$ cat config.mk
export PLATFORM = sky130hd
export DESIGN_NAME = lut_table_loader
export DESIGN_NICKNAME = d
export VERILOG_FILES = /design/src/rtl/lut_table_loader.sv
export SDC_FILE = /design/constraint.sdc
export NUM_CORES = 1
export LEC_CHECK = 0
export ABC_AREA = 1
export CORE_UTILIZATION = 30
export DETAILED_ROUTE_END_ITERATION = 6
export GPL_TIMING_DRIVEN = 0
export PLACE_DENSITY = 0.54
export SYNTH_ARGS = -nofsm -noshare
export SYNTH_HDL_FRONTEND = slang
export SYNTH_SLANG_ARGS = --single-unit
$ cat constraint.sdc
create_clock -name clk -period 1.76 [get_ports clk]
set_input_delay 0.264 -clock clk [delete_from_list [all_inputs] [get_ports clk]]
set_output_delay 0.264 -clock clk [all_outputs]
set_load 0.03 [all_outputs]
$ cat src/rtl/lut_table_loader.sv
// Runtime-loadable truth-table neuron: streams a DEPTH-entry table into
// distributed RAM, then answers registered lookups of IN_BITS input codes.
module lut_table_loader #(
    parameter int IN_BITS  = 6,
    parameter int OUT_BITS = 2
) (
    input  logic                clk,
    input  logic                rst,
    input  logic                cfg_valid,
    output logic                cfg_ready,
    input  logic [OUT_BITS-1:0] cfg_data,
    input  logic                cfg_last,
    input  logic                in_valid,
    output logic                in_ready,
    input  logic [IN_BITS-1:0]  in_data,
    output logic                out_valid,
    output logic [OUT_BITS-1:0] out_data,
    output logic                loaded,
    output logic                err
);

    localparam int DEPTH = 2 ** IN_BITS;
    localparam logic [IN_BITS-1:0] LAST_ADDR = IN_BITS'(DEPTH - 1);

    typedef enum logic [1:0] {
        IDLE,
        LOAD,
        ACTIVE
    } state_t;

    state_t                state_reg;
    logic [IN_BITS-1:0]    wr_addr_reg;
    logic                  cfg_ready_reg;
    logic                  err_reg;
    logic                  out_valid_reg;
    logic [OUT_BITS-1:0]   out_data_reg;
    logic [OUT_BITS-1:0]   table_mem [DEPTH];

    logic beat;
    logic lookup;

    assign beat   = cfg_valid && cfg_ready_reg;
    assign lookup = in_valid && (state_reg == ACTIVE);

    // Table storage is deliberately not reset; a stale table is never
    // readable because lookups are only accepted in ACTIVE.
    always_ff @(posedge clk) begin
        if (beat) begin
            table_mem[wr_addr_reg] <= cfg_data;
        end
    end

    always_ff @(posedge clk) begin
        if (!rst) begin
            state_reg     <= IDLE;
            wr_addr_reg   <= '0;
            cfg_ready_reg <= 1'b0;
            err_reg       <= 1'b0;
            out_valid_reg <= 1'b0;
            out_data_reg  <= '0;
        end else begin
            cfg_ready_reg <= 1'b1;
            out_valid_reg <= lookup;
            // Non-blocking read returns the entry as it was before any
            // write landing on the same edge.
            if (lookup) begin
                out_data_reg <= table_mem[in_data];
            end

            // Framing is independent of the current state: any accepted beat
            // either continues a frame, completes it, or aborts it.
            if (beat) begin
                if (cfg_last && wr_addr_reg == LAST_ADDR) begin
                    state_reg   <= ACTIVE;
                    err_reg     <= 1'b0;
                    wr_addr_reg <= '0;
                end else if (cfg_last || wr_addr_reg == LAST_ADDR) begin
                    state_reg   <= IDLE;
                    err_reg     <= 1'b1;
                    wr_addr_reg <= '0;
                end else begin
                    state_reg   <= LOAD;
                    wr_addr_reg <= wr_addr_reg + 1'b1;
                end
            end
        end
    end

    assign cfg_ready = cfg_ready_reg;
    assign in_ready  = (state_reg == ACTIVE);
    assign loaded    = (state_reg == ACTIVE);
    assign err       = err_reg;
    assign out_valid = out_valid_reg;
    assign out_data  = out_data_reg;

endmodule

==> metrics.yaml, run 1 <==
status: "finished, final reports clean"
h-tree-depth: 4
grt_max_degree: 45
finalCritPeriodShare_pct: 96.99
grt_pass1_vias: 4222
antenna_cells: 0
track_usage_pct: 15.91
final_cells: 905
p_leak_nw: 2.617
drive_gt1_share_pct: 13.59
power.total_mw: 7.591
clkTransAtPathRegs_ns: 0.06
syn_inst: 582
finalHoldViolCount: 0
power_density_nw_per_um2: 1031
post-route-util_pct: 37.45
gp_congestion: 0.7789
synth_cell_types: 24
syn_area_per_cell_sq_um: 10.46
cts_root_buffer: "clkbuf_16"
yosysMostFrequentCell: "nand2_1"
start_kind: "flop"
hp-class: "primary input to flop"
std_cell_rows: 51
area_growth_pct: 20.93
nFillCells: 1980
critPathKind: "flop to flop"
core_area_sq_um: 19650
first_iter_violations: 371
via_per_inst: 4.851
grt_overflow: 0
ant_nets: 0
crit_fanout: 6
die_h_um: 144.4
maxSlewHeadroom_pct: 68.43
rsz0062_at_grt: "false"
dpl.cell_count: 865
dieArea_sq_um: 20860
yosysWarnings: 0
fin_skew_ns: 0.006639
port_buffers: 16
synth-main-ff-cell: "edfxtp_1"
start_util_pct: 30.97
fin_nets: 641
arrival_ns: 1.80
cts_hold_buf: 0
fin_crit_ns: 1.707
vias: 4390
max-clock-path-buffers: 2
finalSetupViolCount: 0
synth_area_sq_um: 6086
tightest_slew_ns: 0.4722
yosysTopAreaCell: "edfxtp_1"
routed_wl_um: 15510
antenna_found_initial: 0
synthArstFlopShare_pct: 0
drtPass1Iterations: 6
synth_area_leaders: "edfxtp_1 (63%), nand3_1 (10%), nand2_1 (9.9%)"
drv_cap: 0
cts_buffers: 17
netlist_top_cells_count: "nand2_1 (161), edfxtp_1 (128), nand3_1 (127), nor2_1 (70), inv_1 (22)"
ys_ff_latch: 141
synth-seq-area-share_pct: 67.43
drcViolationCount: 0
pin_count: 20
syn_nets: 596
die_width_um: 144.4
wire_per_inst_um: 17.13
slew_viol_final: 0
cts_tree: "yes"
hpwl_um: 10450
clkLatencyLatePin_ns: 0.42
required_ns: 1.86
fin_tns_setup_ns: 0
synth_edf_count: 128
grt_pass1_wl_um: 23720
largest_reg_flops: 128
cp-end-kind: "flop"
fmax_mhz: 585.8
yosysTopAreaCellShare_pct: 63.16
clkSinkCount: 141
vdd_ir_drop_max_mv: 0.4490
-- worst max-delay path, stage by stage (launching register included) --
cell	delay, ns
dfxtp_2	0.33
buf_6	0.11
nand2_2	0.07
nor2_2	0.14
inv_2	0.07
nor2_4	0.15
clkinv_4	0.08
nor2_4	0.13
inv_2	0.08
nor3_4	0.23
-- worst paths after layout --
path,startpoint,end,slack (ns),cells after the start
worst max register to register,wr_addr_reg[1],table_mem[31][0],0.05,9
worst min register to register,err,err,0.47,2
worst max-delay path,wr_addr_reg[1],table_mem[31][0],0.05,9
worst min-delay path,cfg_data[1],table_mem[22][1],0.30,1
-- through the flow --
step / hold slack [ns] / area, sq um / setup WS, ns
floorplan: 0.2917 / 6086 / 0.2091
global placement: 0.4526 / 6578 / -1.063
detailed placement: 0.4614 / 6608 / -0.5952
CTS: 0.2969 / 7264 / 0.02719
global route: 0.3121 / 7360 / 0.002616
finish: 0.2978 / 7360 / 0.05304
-- kinds of logic after synthesis --
group	Yosys count	share of synthesized area, %
DFF	141	67.43
AOI/OAI and AO/OA	8	0.7812
and+or+nand+nor	376	26.50
buffers and inverters	54	4.790
xor gates and xnor gates	2	0.2879
adders and majority gates	1	0.2056
-- what timing repair did --
item / in CTS / in global routing
buffers inserted: 3 / 5
setup endpoints to repair: 92 / 31
gates resized for setup: 19 / 22
pin swaps: 3 / 4
cloned: 0 / 0
-- cells in the final DEF (no fill, tap or decap), types with 5 or more instances in the layout --
master	count
buf_2	10
buf_4	11
buf_6	10
clkbuf_1	5
clkbuf_16	17
clkdlybuf4s50_1	11
clkinv_1	6
dfxtp_1	10
edfxtp_1	128
inv_1	21
nand2_1	157
nand2_2	5
nand3_1	124
nor2_1	67
nor3_1	8
-- final cells by class --
| type | instances | area, sq um | area share (%) |
|---|---|---|---|
| Buffer | 26 | 209.0 | 2.839 |
| Clock buffer | 21 | 440.4 | 5.984 |
| Clock inverter | 11 | 123.9 | 1.683 |
| Inverter | 28 | 115.1 | 1.564 |
| Multi-Input combinational cell | 387 | 1780 | 24.19 |
| Sequential cell | 141 | 4108 | 55.81 |
| Tap cell | 265 | 331.6 | 4.505 |
| Timing Repair Buffer | 26 | 251.5 | 3.417 |
-- routing by layer --
| layer | wire [um] | track usage (%) | up-vias | part of all wire, % |
|---|---|---|---|---|
| met4 | 428 | 7.036 | 0 | 2.8 |
| met2 | 7395 | 25.94 | 126 | 48 |
| met5 | 0 | 0 | - | 0 |
| met3 | 772 | 2.517 | 25 | 5.0 |
| li1 | - | - | 2092 | - |
| met1 | 6910 | 20.86 | 2147 | 45 |
-- where the power goes --
group / total [mW] / switching [mW] / internal [mW] / leakage [nW]
registers: 3.67 / 0.00792 / 3.66 / 1.26
clock network: 3.46 / 1.27 / 2.19 / 0.276
logic: 0.461 / 0.311 / 0.150 / 1.08
(Power assumes the default switching activity.)
==> run 2, diff against run 1 <==
--- a/config.mk
+++ b/config.mk
@@ -9,6 +9,7 @@
 export CORE_UTILIZATION = 30
 export DETAILED_ROUTE_END_ITERATION = 6
 export GPL_TIMING_DRIVEN = 0
+export MAX_ROUTING_LAYER = met4
 export PLACE_DENSITY = 0.54
 export SYNTH_ARGS = -nofsm -noshare
 export SYNTH_HDL_FRONTEND = slang
==> run 2 against run 1 <==
Against the previous run:
- combinational power about the same
- critical endpoint unchanged
- largest cell class unchanged
- non-clock buffer count did not move
- critical path type unchanged
- highest routed layer unchanged
- final area unchanged
- via count grew 0.46%
==> metrics.yaml, run 2 (synthesis results as in run 1) <==
status: "finished, final reports clean"
drive_gt1_share_pct: 13.59
post-route-util_pct: 37.45
cp-end-kind: "flop"
via_per_inst: 4.873
fin_crit_ns: 1.703
fin_skew_ns: 0.005516
ant_nets: 0
vias: 4410
holdWs_ns: 0.2982
start_kind: "flop"
final_cells: 905
hold_path_end: "table_mem[6][1]"
gp_congestion: 0.7897
max-clock-path-buffers: 2
p_leak_nw: 2.617
pwr-share-clk_pct: 45.6
p_seq_share_pct: 48.3
cts_hold_buf: 0
slew_viol_final: 0
grt_max_degree: 45
cts_tree: "yes"
grt_pass1_wl_um: 23720
finalSetupViolCount: 0
hpwl_um: 10450
worstSetupStartpoint: "wr_addr_reg[1]"
crit_fanout: 6
switchingPower_mw: 1.585
required_ns: 1.86
dpl-instance-area_sq_um: 6608
p_comb_share_pct: 6.1
final.setup.worst_slack_ns: 0.05710
worstReg2RegStart: "wr_addr_reg[1]"
first_iter_violations: 381
p_int_mw: 6.004
hold_depth: 1
reg2reg_slack_ns: 0.06
maxSlewHeadroom_pct: 68.49
pre_cts_slack_ns: -0.5952
tightest_slew_ns: 0.4726
antenna_found_initial: 0
largest_reg_flops: 128
final_cell_mix: "nand2_1 (157), edfxtp_1 (128), nand3_1 (124)"
min-delay-start: "cfg_data[1]"
core_area_sq_um: 19650
h-tree-depth: 4
routed_wl_um: 15450
vdd_ir_drop_max_mv: 0.4521
rsz0062_at_grt: "false"
hp-class: "primary input to flop"
worstRegToRegCells: 9
power_density_nw_per_um2: 1031
drtPass1Iterations: 5
die_h_um: 144.4
fin_nets: 641
track_usage_pct: 16.38
port_buffers: 16
clkLatencyLatePin_ns: 0.42
r2r-end: "table_mem[31][0]"
finalCritPeriodShare_pct: 96.76
std_cell_rows: 51
pin_count: 20
clkTransAtPathRegs_ns: 0.06
drv_cap: 0
drcViolationCount: 0
die_width_um: 144.4
swShare_pct: 20.89
clkSinkCount: 141
grt_pass1_vias: 4222
stdcell_area_sq_um: 7360
wire_per_inst_um: 17.07
critPathKind: "flop to flop"
fmax_mhz: 587.2
finalHoldViolCount: 0
dieArea_sq_um: 20860
start_util_pct: 30.97
area_growth_pct: 20.93
antenna_cells: 0
cts_buffers: 17
cts_root_buffer: "clkbuf_16"
final_common_cell: "nand2_1"
arrival_ns: 1.80
grt_overflow: 0
dpl.cell_count: 865
[run 2: final cells by class]
type                    instances  area (sq um)
plain buffers                  26         209.0
clock buffers                  21         440.4
clock inverters                11         123.9
fillers                      1980         12290
inverters                      28         115.1
multi-input cells             387          1780
flip-flops and latches        141          4108
well taps                     265         331.6
repair buffers                 26         251.5
[run 2: per-layer routing]
metal	track usage, %	up-vias	share of wire [%]
met3	2.517	26	5.2
li1	-	2097	-
met5	-	-	0
met2	26.06	143	48
met1	20.75	2144	44
met4	7.036	0	2.5
[run 2: what timing repair did]
| action | CTS | global route |
|---|---|---|
| resized for setup | 19 | 22 |
| endpoints found under the setup margin | 92 | 31 |
| setup buffers | 3 | 5 |
| pin swaps | 3 | 4 |
| gates cloned | 0 | 0 |
[run 2: how the worst max path moves through the flow]
stage / endpoint
floorplan: table_mem[31][0]
global placement: table_mem[42][1]
detailed placement: table_mem[58][1]
CTS: loaded
global route: table_mem[31][0]
finish: table_mem[31][0]
[run 2: power groups by stage]
| stage | clock network (mW) | registers, mW | logic, mW |
|---|---|---|---|
| final | 3.46 | 3.67 | 0.460 |
| after global routing | 3.65 | 3.67 | 0.505 |
| after CTS | 3.51 | 3.67 | 0.456 |
| after detailed placement | 0 | 3.74 | 0.452 |
| after global placement | 0 | 3.75 | 0.435 |
| after floorplan | 0 | 3.75 | 0.248 |
[run 2: critical path, cell delays in order, from the launching register on]
cell	delay, ns
dfxtp_2	0.33
buf_6	0.11
nand2_2	0.07
nor2_2	0.14
inv_2	0.07
nor2_4	0.15
clkinv_4	0.08
nor2_4	0.13
inv_2	0.08
nor3_4	0.22
[run 2: metrics by stage]
step | total power, mW | TNS [ns]
final | 7.589 | 0
after global routing | 7.820 | 0
after CTS | 7.631 | 0
after detailed placement | 4.189 | -46.86
after global placement | 4.180 | -180.04
after floorplan | 3.994 | 0
==> variant 1: new RTL, settings of run 1 <==
Reset style: asynchronous (`rst`), changed in one clocked block.
--- a/src/rtl/lut_table_loader.sv
+++ b/src/rtl/lut_table_loader.sv
@@ -50,7 +50,7 @@
         end
     end
 
-    always_ff @(posedge clk) begin
+    always_ff @(posedge clk or negedge rst) begin
         if (!rst) begin
             state_reg     <= IDLE;
             wr_addr_reg   <= '0;
Behaviour: differs if rst is asserted again (counterexample within 4 cycles, from zero or initial values and one cycle with rst low); with rst held inactive, the same outputs for 10 cycles.
==> variant 1 against run 1 <==
  * Fmax down 1.6%
  * Global-route usage shrank 0.55 points
  * Area after synthesis is 0.29% higher
  * Total power grew 0.83%
  * Via count shrank 3.3%
  * Sequential power rose by 2%
  * Sequential cell count unchanged
  * Worst setup slack got worse by 28 ps
  * Routed wire length is 4.0% lower
  * Final area fell by 1.2%
  * Largest cell class unchanged
  * Highest routed layer unchanged
==> variant 1: results <==
export IMPL_grt_antenna_before_repair=0
export IMPL_internal_power_mw=5.85
export IMPL_dr_pass1_iters=5
export IMPL_synth_area_leaders="edfxtp_1 63%, nand2_1 11%, nand3_1 10%, dfrtp_1 5.3%, nor2_1 4.1%"
export IMPL_worst_pin_slew_ps=593
export IMPL_fin_tns_setup_ps=0
export IMPL_synth_fa_ha_area_share_pct=0.205
export IMPL_first_iter_violations=362
export IMPL_place_congestion=0.822
export IMPL_cp_arrival_ps=1840
export IMPL_synthArstFlopShare_pct=9.22
export IMPL_ys_types=21
export IMPL_vias=4246
export IMPL_ys_seq_area_share_pct=68.3
export IMPL_grt_pass1_vias=4081
export IMPL_ff2ff_setup_slack_ps=20
export IMPL_antennaDiodeCount=0
export IMPL_status="complete, no violations"
export IMPL_comb_power_share_pct=8.8
export IMPL_synth_commonest_cells="176 x nand2_1, 128 x edfxtp_1, 123 x nand3_1, 66 x nor2_1, 23 x inv_1"
export IMPL_nNetsFinal=632
export IMPL_skew_ps=7.59
export IMPL_fill_cells=1908
export IMPL_hpwl_microns=10100
export IMPL_pre_cts_slack_ps=-587
export IMPL_hp_class="input pin to asynchronous set/reset pin"
export IMPL_grt_pass1_wl_microns=22700
export IMPL_drive_gt1_share_pct=13.0
export IMPL_worstPathMaxFanout=8
export IMPL_routedWlPerCell_microns=16.6
export IMPL_power_leakage_nw=2.66
export IMPL_synth_compound_area_share_pct=0.738
export IMPL_grt_usage_pct=15.4
export IMPL_yosys_area_share_xor_xnor_pct=0.144
export IMPL_peakVddDrop_uv=695
export IMPL_syn_nets=592
export IMPL_grt_start_max_net_pins=48
export IMPL_power_frac_clock_pct=42.0
[variant 1: cell count changes after synthesis, sizes merged, moves of 2 or more]
cell   before  now
inv        27   25
nand2     162  176
dfrtp       0   13
o21ai       1    3
nor3       11    9
dfxtp      13    0
nand3     127  123
o21a        2    0
nor2       73   67
[variant 1: cells by family (layout without fill, tap and decap cells)]
logic type,count (synthesis),count (layout)
AOI/OAI and AO/OA,7,7
other,1,1
DFF,141,141
and+or+nand+nor,377,377
buffers and inverters,50,103
adders and majority gates,1,1
xor gates and xnor gates,1,1
[variant 1: area by class of cell]
| cell class | instances | area, sq um | area share, % |
|---|---|---|---|
| Inverter | 25 | 96.3 | 1.33 |
| Multi-Input combinational cell | 387 | 1730 | 23.8 |
| Timing Repair Buffer | 21 | 215 | 2.96 |
| Buffer | 25 | 190 | 2.62 |
| Clock inverter | 6 | 35.0 | 0.482 |
| Tap cell | 265 | 332 | 4.56 |
| Clock buffer | 26 | 499 | 6.87 |
| Sequential cell | 141 | 4170 | 57.4 |
[variant 1: stage by stage]
| step | power, mW | cells | util [%] | hold WS (ps) | area, sq um |
|---|---|---|---|---|---|
| final | 7.65 | 896 | 36.9 | 217 | 7270 |
| after detailed placement | 4.47 | 861 | 33.6 | 463 | 6630 |
| after floorplan | 4.20 | 578 | - | -31.6 | 6100 |
| after global routing | 7.88 | 896 | 36.9 | 246 | 7270 |
| after CTS | 7.66 | 894 | 36.4 | 223 | 7180 |
| after global placement | 4.46 | 859 | 33.4 | 464 | 6600 |
[variant 1: repair_timing]
action	in CTS	in global routing
setup endpoints to repair	95	113
gates resized for setup	9	23
pin swaps	1	0
buffers inserted	1	2
[variant 1: path summary, 6_finish.rpt]
path                                             from                          to  depth (start not counted)
max                        wr_addr_reg[3]$_DFFE_PN0P_  table_mem[17][1]$_DFFE_PP_                          3
min                                               rst             err$_DFFE_PN0P_                          1
max reg2reg                wr_addr_reg[3]$_DFFE_PN0P_  table_mem[17][1]$_DFFE_PP_                          3
min reg2reg                           err$_DFFE_PN0P_             err$_DFFE_PN0P_                          2
max in group asynchronous                         rst  wr_addr_reg[0]$_DFFE_PN0P_                          1
min in group clk                          cfg_data[1]  table_mem[38][1]$_DFFE_PP_                          1
[variant 1: routing by layer]
layer	routed length (microns)	GRT usage, %	share of wire [%]
met4	310	7.04	2.1
met1	6420	19.6	43
met5	0	0	0
met2	7310	24.9	49
met3	846	3.25	5.7
[variant 1: worst max-delay path: stages, from the launching register on]
cell and delay [ps]:
dfrtp_1 450, inv_1 170, nand3_1 430, nor2_1 360
==> variant 2: new RTL, settings of run 1 <==
Without the edit above. The parameter `IN_BITS` goes from 6 to 5.
--- a/src/rtl/lut_table_loader.sv
+++ b/src/rtl/lut_table_loader.sv
@@ -1,7 +1,7 @@
 // Runtime-loadable truth-table neuron: streams a DEPTH-entry table into
 // distributed RAM, then answers registered lookups of IN_BITS input codes.
 module lut_table_loader #(
-    parameter int IN_BITS  = 6,
+    parameter int IN_BITS  = 5,
     parameter int OUT_BITS = 2
 ) (
     input  logic                clk,
Interface: changed (resized in_data); port bits go from 20 to 19. The function was not compared with the original's and may differ.
==> variant 2 against run 1 <==
  * Area after synthesis is 45% lower
  * Clock power is 58% lower
  * Routed wire length shrank 51%
  * Via count fell by 46%
  * Count of clock-buffer cells in the layout down 12
  * First-iteration DRC count is 52% lower
  * Final area is 47% lower
  * Total power down 51%
  * Cell count fell by 45%
  * Fmax fell by 0.59%
  * Sequential cell count fell by 65
  * Worst setup slack lost 10 ps
  * Largest cell class unchanged
==> variant 2: results <==
export IMPL_worstPathMaxFanout=10
export IMPL_wirelength_microns=7650
export IMPL_grt_usage_pct=14.2
export IMPL_max_slew_margin_pct=22.2
export IMPL_startpoint="cfg_valid"
export IMPL_vias_per_cell=4.79
export IMPL_use_met3_pct=4.60
export IMPL_route_met2_wl_microns=3670
export IMPL_status="complete, no violations"
export IMPL_drive_gt1_share_pct=12.6
export IMPL_place_congestion=0.850
export IMPL_hold_path_endpoint="cfg_ready$_DFF_P_"
export IMPL_port_buffers=15
export IMPL_grt_use_met1_pct=17.7
export IMPL_grt_pass1_wl_microns=11900
export IMPL_grt_pass1_vias=2325
export IMPL_syn_nets=340
export IMPL_slowest_delay_ps=510
export IMPL_comb_power_share_pct=7.6
export IMPL_pwr_group_clock_mw=1.44
export IMPL_first_iter_violations=179
export IMPL_clock_latency_ps=350
export IMPL_fill_cells=1117
export IMPL_whs_ps=460
export IMPL_hpwl_microns=4870
export IMPL_ys_seq_area_share_pct=64.8
export IMPL_nNetsFinal=368
export IMPL_synth_fa_ha_area_share_pct=1.87
export IMPL_peakVddDrop_uv=531
-- variant 2: cell count changes in the layout (fill, tap and decap cells not counted), moves of 9 or more --
cell / delta
nor2_1: -26
clkbuf_8: +9
nand2_1: -71
nand3_1: -63
edfxtp_1: -64
clkbuf_16: -17
-- variant 2: area by class of cell --
type	count	area, sq um	area share (%)
Clock inverter	7	91.3	2.34
Inverter	16	67.6	1.73
Sequential cell	76	2160	55.5
Buffer	12	124	3.18
Timing Repair Buffer	17	159	4.08
Multi-Input combinational cell	219	992	25.5
Clock buffer	9	124	3.18
Tap cell	140	175	4.49
-- variant 2: through the flow --
stage	util [%]	worst slack, ps	TNS (ps)	std cells
after floorplan	-	224	0	323
after global placement	33.8	-245	-23570	478
after detailed placement	33.8	-267	-23590	478
after CTS	35.8	50.1	0	494
after global routing	36.0	-18.9	-199	496
final	36.0	42.9	0	496
-- variant 2: timing repair --
action,CTS,global route
resized for setup,3,5
buffers inserted,0,2
hold buffers,0,0
pin swaps,0,2
setup endpoints to repair,3,19
